==> config.mk <==
export PLATFORM = sky130hd
export DESIGN_NAME = vmem_fill
export DESIGN_NICKNAME = d
export VERILOG_FILES = /design/src/rtl/vmem_fill.sv
export SDC_FILE = /design/constraint.sdc
export NUM_CORES = 1
export LEC_CHECK = 0
export BUFFER_PORTS_ARGS = -buffer_cell sky130_fd_sc_hd__buf_2
export CAP_MARGIN = 25
export CELL_PAD_IN_SITES_DETAIL_PLACEMENT = 1
export CELL_PAD_IN_SITES_GLOBAL_PLACEMENT = 2
export CORE_MARGIN = 1
export CORE_UTILIZATION = 32
export CTS_CLUSTER_SIZE = 30
export DETAILED_ROUTE_END_ITERATION = 7
export HOLD_SLACK_MARGIN = 0.15
export PLACE_DENSITY_LB_ADDON = 0.12
export SLEW_MARGIN = 20
export SYNTH_ARGS = -nofsm -noshare
export SYNTH_HDL_FRONTEND = slang
export SYNTH_SLANG_ARGS = --single-unit
==> constraint.sdc <==
create_clock -name clk -period 4.15 [get_ports clk]
set_clock_uncertainty 0.15 [all_clocks]
set_input_delay 0.2075 -clock clk [delete_from_list [all_inputs] [get_ports clk]]
set_output_delay 0.2075 -clock clk [all_outputs]
set_load 0.02 [all_outputs]
==> src/rtl/vmem_fill.sv <==
// vmem_fill: rectangle-fill writer for the 640x480x24 frame memory.
// Takes one fill command at a time over a valid/ready handshake, clips it
// to the visible area and emits one pixel write per clock in raster order.
// Write addresses are packed {x[9:0], y[8:0]}, matching the scan-out side.
// Optional build macro VMEM_FILL_PERF_EN adds saturating pix_count and
// stall_count outputs; without it those ports and counters do not exist.
module vmem_fill #(
  parameter int H_RES = 640,
  parameter int V_RES = 480
) (
  input  logic        clk,
  input  logic        rst,
  input  logic        cmd_valid,
  output logic        cmd_ready,
  input  logic [9:0]  cmd_x,
  input  logic [8:0]  cmd_y,
  input  logic [9:0]  cmd_w,
  input  logic [8:0]  cmd_h,
  input  logic [23:0] cmd_color,
  output logic        wr_en,
  output logic [18:0] wr_addr,
  output logic [23:0] wr_data,
  input  logic        wr_stall,
  output logic        busy,
  output logic        done
`ifdef VMEM_FILL_PERF_EN
  ,
  output logic [19:0] pix_count,
  output logic [15:0] stall_count
`endif
);

  typedef enum logic [1:0] {
    S_IDLE = 2'd0,
    S_FILL = 2'd1,
    S_DONE = 2'd2
  } state_t;

  // Exclusive end coordinate of a span, clipped to the visible limit.
  // Operands are 11 bits wide so 1023 + 1023 cannot overflow.
  function automatic logic [10:0] clip_end(input logic [10:0] start,
                                           input logic [10:0] len,
                                           input logic [10:0] lim);
    logic [10:0] sum;
    sum = start + len;
    return (sum > lim) ? lim : sum;
  endfunction

  state_t      r_state;
  logic [9:0]  r_x0;
  logic [9:0]  r_x_last;
  logic [8:0]  r_y_last;

  logic        w_hs;
  logic        w_empty;
  logic [9:0]  w_x_last;
  logic [8:0]  w_y_last;
  logic        w_accept;
  logic [9:0]  w_cur_x;
  logic [8:0]  w_cur_y;
  logic        w_row_end;
  logic        w_last;
  logic [9:0]  w_x_next;
  logic [8:0]  w_y_next;

  assign cmd_ready = (r_state == S_IDLE);
  assign w_hs      = cmd_valid & cmd_ready;

  // An empty rectangle produces no writes at all, only the done pulse.
  assign w_empty = (cmd_w == 10'd0) | (cmd_h == 9'd0) |
                   ({1'b0, cmd_x} >= 11'(H_RES)) |
                   ({2'b00, cmd_y} >= 11'(V_RES));

  // Last column/row actually written; only meaningful for non-empty commands.
  assign w_x_last = 10'(clip_end({1'b0, cmd_x}, {1'b0, cmd_w}, 11'(H_RES)) - 11'd1);
  assign w_y_last = 9'(clip_end({2'b00, cmd_y}, {2'b00, cmd_h}, 11'(V_RES)) - 11'd1);

  // The current pixel position lives in wr_addr itself, so it naturally
  // holds while the memory stalls.
  assign w_cur_x   = wr_addr[18:9];
  assign w_cur_y   = wr_addr[8:0];
  assign w_accept  = wr_en & ~wr_stall;
  assign w_row_end = (w_cur_x == r_x_last);
  assign w_last    = w_row_end & (w_cur_y == r_y_last);
  assign w_x_next  = w_row_end ? r_x0 : (w_cur_x + 10'd1);
  assign w_y_next  = w_row_end ? (w_cur_y + 9'd1) : w_cur_y;

  // Control FSM with registered write port, busy and done outputs.
  always_ff @(posedge clk) begin
    if (rst) begin
      r_state <= S_IDLE;
      wr_en   <= 1'b0;
      wr_addr <= '0;
      wr_data <= '0;
      busy    <= 1'b0;
      done    <= 1'b0;
    end else begin
      case (r_state)
        S_IDLE: begin
          done <= 1'b0;
          if (w_hs) begin
            busy <= 1'b1;
            if (w_empty) begin
              r_state <= S_DONE;
              done    <= 1'b1;
            end else begin
              r_state  <= S_FILL;
              wr_en    <= 1'b1;
              wr_addr  <= {cmd_x, cmd_y};
              wr_data  <= cmd_color;
              r_x0     <= cmd_x;
              r_x_last <= w_x_last;
              r_y_last <= w_y_last;
            end
          end
        end
        S_FILL: begin
          if (w_accept) begin
            if (w_last) begin
              wr_en   <= 1'b0;
              done    <= 1'b1;
              r_state <= S_DONE;
            end else begin
              wr_addr <= {w_x_next, w_y_next};
            end
          end
        end
        S_DONE: begin
          done    <= 1'b0;
          busy    <= 1'b0;
          r_state <= S_IDLE;
        end
        default: begin
          r_state <= S_IDLE;
          wr_en   <= 1'b0;
          busy    <= 1'b0;
          done    <= 1'b0;
        end
      endcase
    end
  end

`ifdef VMEM_FILL_PERF_EN
  function automatic logic [19:0] sat_inc20(input logic [19:0] v);
    return (v == 20'hFFFFF) ? v : (v + 20'd1);
  endfunction

  function automatic logic [15:0] sat_inc16(input logic [15:0] v);
    return (v == 16'hFFFF) ? v : (v + 16'd1);
  endfunction

  // Saturating counters of accepted writes and stalled write cycles.
  always_ff @(posedge clk) begin
    if (rst) begin
      pix_count   <= '0;
      stall_count <= '0;
    end else begin
      if (wr_en & ~wr_stall) pix_count   <= sat_inc20(pix_count);
      if (wr_en &  wr_stall) stall_count <= sat_inc16(stall_count);
    end
  end
`endif

endmodule

### Word level (Yosys, flattened, before mapping)

Index checks and enable logic that the tools add are counted.

* magnitude comparators: 4
* bitwise operators: 11
* muxes and demuxes: 26
* $add $sub $neg: 6
* equal/unequal tests: 10
* reduce and logical (&&, ||, !) cells: 12

Operators with widths (number)
* 19-bit 2-to-1 mux: 4
* 19-bit one-hot mux with 2 select lines: 1
* 10-bit 2-to-1 mux: 2
* 9-bit 2-to-1 mux: 2
* 10-bit by 10-bit adder with 11-bit output: 1
* 11-bit by 10-bit > comparator with 1-bit output, second input constant: 1
* 10-bit by 1-bit adder with 10-bit output, second input constant: 1
* 9-bit by 9-bit adder with 10-bit output: 1
* 10-bit == test: 1
* 10-bit >= comparator, second input constant: 1
* 10-bit by 9-bit > comparator with 1-bit output, second input constant: 1
* 10-bit zero test: 1
* 2-bit != test, second input constant: 5
* 5-bit AND reduction: 2
* 10-bit by 1-bit subtractor with 10-bit output, second input constant: 1
* 9-bit by 1-bit adder with 9-bit output, second input constant: 1
* 9-bit == test: 1
* 9-bit >= comparator, second input constant: 1
* 9-bit zero test: 1
* 1-bit 2-to-1 mux: 9
* 9-bit by 1-bit subtractor with 9-bit output, second input constant: 1
* 2-bit 2-to-1 mux: 4
* 3-bit AND reduction: 2
* 6-bit AND reduction: 1
* 13 further kinds: 23

* input port bits: 66
* register bits after elaboration: 77
* word-level logic and storage cells: 79
* output and inout port bits: 47

### Logic depth before layout (Yosys ltp)

* word-level depth: 7
* mapped depth: 17
* gate-level depth less buffers: 16

### Worst setup path before layout

Ideal clock, no wire load.

* kind: input port to flip-flop
* start point: in cmd_x[0]
* end point: reg r_x_last[8] (data pin)
* path buffers: 1
* cell stages on the path: 15
* data arrival time: 2.944 ns
* path slack: 0.801 ns
* required time: 3.745 ns
* library setup time: 0.255 ns
* cells stage by stage: ha_1 -> inv_1 -> fa_1 -> xnor2_1 -> or3b_4 -> nor4_2 -> a21oi_1 -> o21ai_2 -> and2_1 -> buf_4 -> nand2_1 -> ha_1 -> and4_1 -> a21oi_1 -> nor2b_1

* cells in the longest elaborated chain, start to end: 4

RTL lines
* from (decl): RTL line 15 `input logic [9:0] cmd_x,`
* 10-bit by 10-bit adder with 11-bit output *: RTL line 45 `sum = start + len;`
* 11-bit by 10-bit > comparator with 1-bit output: RTL line 46 `return (sum > lim) ? lim : sum;`
* 10-bit 2-to-1 mux *: RTL line 46
* 10-bit by 1-bit subtractor with 10-bit output *: RTL line 75 `assign w_x_last = 10'(clip_end({1'b0, cmd_x}, {1'b0, cmd_w}, 11'(H_RES)) - 11'd1);`
* net w_x_last[8]: RTL line 56 `logic [9:0] w_x_last;`
* to (signal assigned): RTL line 112 `r_x_last <= w_x_last;`
* to (decl): RTL line 51 `logic [9:0] r_x_last;`

The timed path passes the listed nets; every way through them passes the cells marked *.
A chain may end at the register's enable or synchronous reset.

### Final worst setup path

* start point: in cmd_x[1]
* end point: reg r_x_last[8] (data pin)

Same word-level chain as after synthesis.

==> flow_metrics.tcl <==
set metrics [dict create \
    drt_iter0_drc 137 \
    grt_overflow 0 \
    wire_per_inst_um 15.7 \
    met1_length_mm 6.35 \
    clkLatencyLatePin_ns 0.34 \
    fp.dieH_um 122 \
    max_freq_ghz 0.257 \
    pin_count 113 \
    avgSynthCellArea_um2 9.16 \
    finalCritPeriodShare_pct 93.6 \
    fin_util_pct 43.3 \
    hold_class "in -> reg" \
    cap_violations 0 \
    finalSetupViolations 0 \
    finalHoldViolations 0 \
    start_util_pct 33.0 \
    hold_start "cmd_y[4]" \
    yosysSeqAreaShare_pct 39.8 \
    syn_inst 502 \
    total_leakage_power_nw 2.69 \
    portBuffers 112 \
    slew_viol_final 0 \
    r2r-start "wr_addr[14]" \
    synthFlopType "dfxtp_1" \
    path_clk_slew_ns 0.06 \
    rsz0062_at_grt "false" \
    synth.distinct_cells 56 \
    numCtsBuffers 9 \
    holdPathEnd "wr_addr[4]" \
    stdcell_count 835 \
    cp_max_fo 7 \
    grt_pass1_vias 4166 \
    slew_headroom_pct 34.5 \
    crit_path_start_kind "input pin" \
    clock-sinks 77 \
    worst-setup-path-type "in -> reg" \
    syn_nets 593 \
    cts_tree "built" \
    synth_warnings 0 \
    postRouteAntennaNets 0 \
    ff2ff_setup_slack_ns 1.19 \
    synth_area_um2 4600 \
    outcome "finished clean" \
    r2r.worst_path.cells 9 \
    root_buffer "clkbuf_16" \
    whs_ns 0.178 \
    end_kind "flop" \
    drc_errors 0 \
    fp.dieW_um 122 \
    rr_endpoint "wr_addr[0]" \
    track_usage_pct 18.3 \
    synth_top_area_share_pct 20.9 \
    required_ns 4.09 \
    gp_congestion 0.814 \
    final_common_cell "buf_2" \
    dpl_cell_area_um2 5350 \
    die_area_um2 14900 \
    fill_cells 1625 \
    drive_gt1_share_pct 22.1 \
    hold-path-cell-count 4 \
    final.setup.worst_slack_ns 0.264 \
    wl_met3_um 504 \
    worstPathArrival_ns 3.83 \
    num_vias 4190 \
    top_layer_used "met4" \
    fin_crit_ns 3.89 \
    fp-row-count 43 \
    avgViaCountPerCell 5.02 \
    design.core.area_um2 13900 \
    setup-tns-final_ns 0 \
    total_power_mw 2.56 \
    synth.ff_latch_count 77 \
    areaGrowthSynthToFinish_pct 31.3 \
    ir_drop_uv 174 \
    drt_wl_total_mm 13.1 \
    diodes 0 \
    clk_path_buf_depth 2 \
    post-place-ws_ns 0.208 \
    htree_levels 3 \
    dp_hpwl_mm 9.69 \
    dp_cells 780 \
    layout_common_cells "112 x buf_2, 70 x nor2_1, 48 x dfxtp_1, 39 x dlygate4sd3_1, 36 x nand2_1" \
    ys_async_sr_fraction_pct 0 \
    dr.pass1.iters 4 \
    tightest_slew_ns 0.982 \
    finalInstanceArea_um2 6040 \
    synth_top_cell_by_area "dfxtp_1" \
    fin_nets 741 \
    synth_edf_count 29 \
    synth_area_leaders "dfxtp_1 21%, edfxtp_1 19%, ha_1 6.3%, nor2_1 5.8%, mux2i_1 5.7%" \
    grt_pass1_wl_mm 21.0 \
    pwr_density_cell_nw_per_um2 424 \
    wl_met2_mm 6.15 \
    grt_max_degree 50 \
    antenna_found_initial 0 \
]
## sequential cells by signal, indices dropped and copies added, names as in the netlist
name      count
r_state       2
wr_addr      19
wr_data      24
r_y_last      9
wr_en         1
r_x_last     10
done          1
busy          1
r_x0         10
## worst max-delay path by stage
stage	startpoint	endpoint	slack, ns	depth (start not counted)
after floorplan	cmd_x[0]	r_x_last[8]	0.80	15
after global placement	cmd_x[0]	r_x_last[8]	0.37	16
after detailed placement	cmd_x[0]	r_x_last[8]	0.21	16
final	cmd_x[1]	r_x_last[8]	0.26	15
after global routing	cmd_x[1]	r_x_last[8]	0.01	16
after CTS	cmd_x[1]	r_x_last[8]	0.13	16
## kinds of logic (layout without fill, tap and decap cells)
group	after synthesis	in the layout	synth area share, %
multiplexers	26	26	5.66
AND/OR/NAND/NOR	179	179	18.3
buffers and inverters	34	187	2.99
AO/OA/AOI/OAI	112	112	16.7
flip-flops	77	77	39.8
XOR/XNOR	49	49	9.33
adder cells (fa/ha/maj)	25	25	7.13
## Yosys cell counts (4+ instances only)
| cell type | count |
|---|---|
| nor3_1 | 10 |
| nand3_1 | 15 |
| inv_1 | 14 |
| buf_2 | 5 |
| nor2b_1 | 4 |
| clkbuf_1 | 14 |
| o21ai_0 | 20 |
| mux2i_1 | 26 |
| xnor2_1 | 22 |
| a31oi_1 | 4 |
| nand2_1 | 36 |
| a311oi_1 | 4 |
| o21a_1 | 7 |
| xor2_1 | 27 |
| edfxtp_1 | 29 |
| and2_1 | 5 |
| nor2_1 | 71 |
| nand2b_1 | 8 |
| a21o_1 | 4 |
| nor4_1 | 7 |
| a22o_1 | 4 |
| nand4_1 | 4 |
| dfxtp_1 | 48 |
| a21oi_1 | 31 |
| o211ai_1 | 5 |
| a211oi_1 | 9 |
| and3_1 | 9 |
| ha_1 | 23 |
## per-layer routing
metal,vias to the layer above,global-route usage [%]
li1,2106,-
met1,1982,23.9
met2,92,30.6
met3,10,2.95
met4,0,5.56
met5,-,0
## repair_timing
action	in CTS	in global routing
hold buffers	39	0
endpoints found under the setup margin	0	4
gates resized for setup	0	5
hold endpoints to repair	48	0
setup buffers	0	0
## area by class of cell
cell class | count | area [µm²] | share of cell area [%]
clock buffer | 11 | 243 | 4.02
sequential | 77 | 1830 | 30.3
tap | 180 | 225 | 3.73
timing repair buffer | 157 | 996 | 16.5
multi-input combinational | 391 | 2660 | 44.1
inverter | 14 | 52.6 | 0.870
clock inverter | 5 | 26.3 | 0.435
## worst max-delay path, cell delays in order
cell           delay [ns]
dlygate4sd3_1        0.52
buf_2                0.15
inv_1                0.07
fa_1                 0.45
xnor2_1              0.21
or3b_4               0.44
nor4_4               0.37
a21oi_1              0.16
o21ai_2              0.19
and2_1               0.28
nand2_1              0.12
ha_1                 0.29
and4_1               0.19
a21oi_1              0.14
nor2b_1              0.05
## power breakdown
group          leakage, nW  internal, mW  switching (mW)  total, mW
clock network        0.133         0.416           0.301      0.717
registers            0.655         0.885          0.0952      0.980
logic                 1.91         0.352           0.511      0.863
total                 2.69          1.65           0.907       2.56
Power figures use the tool's default switching activity.
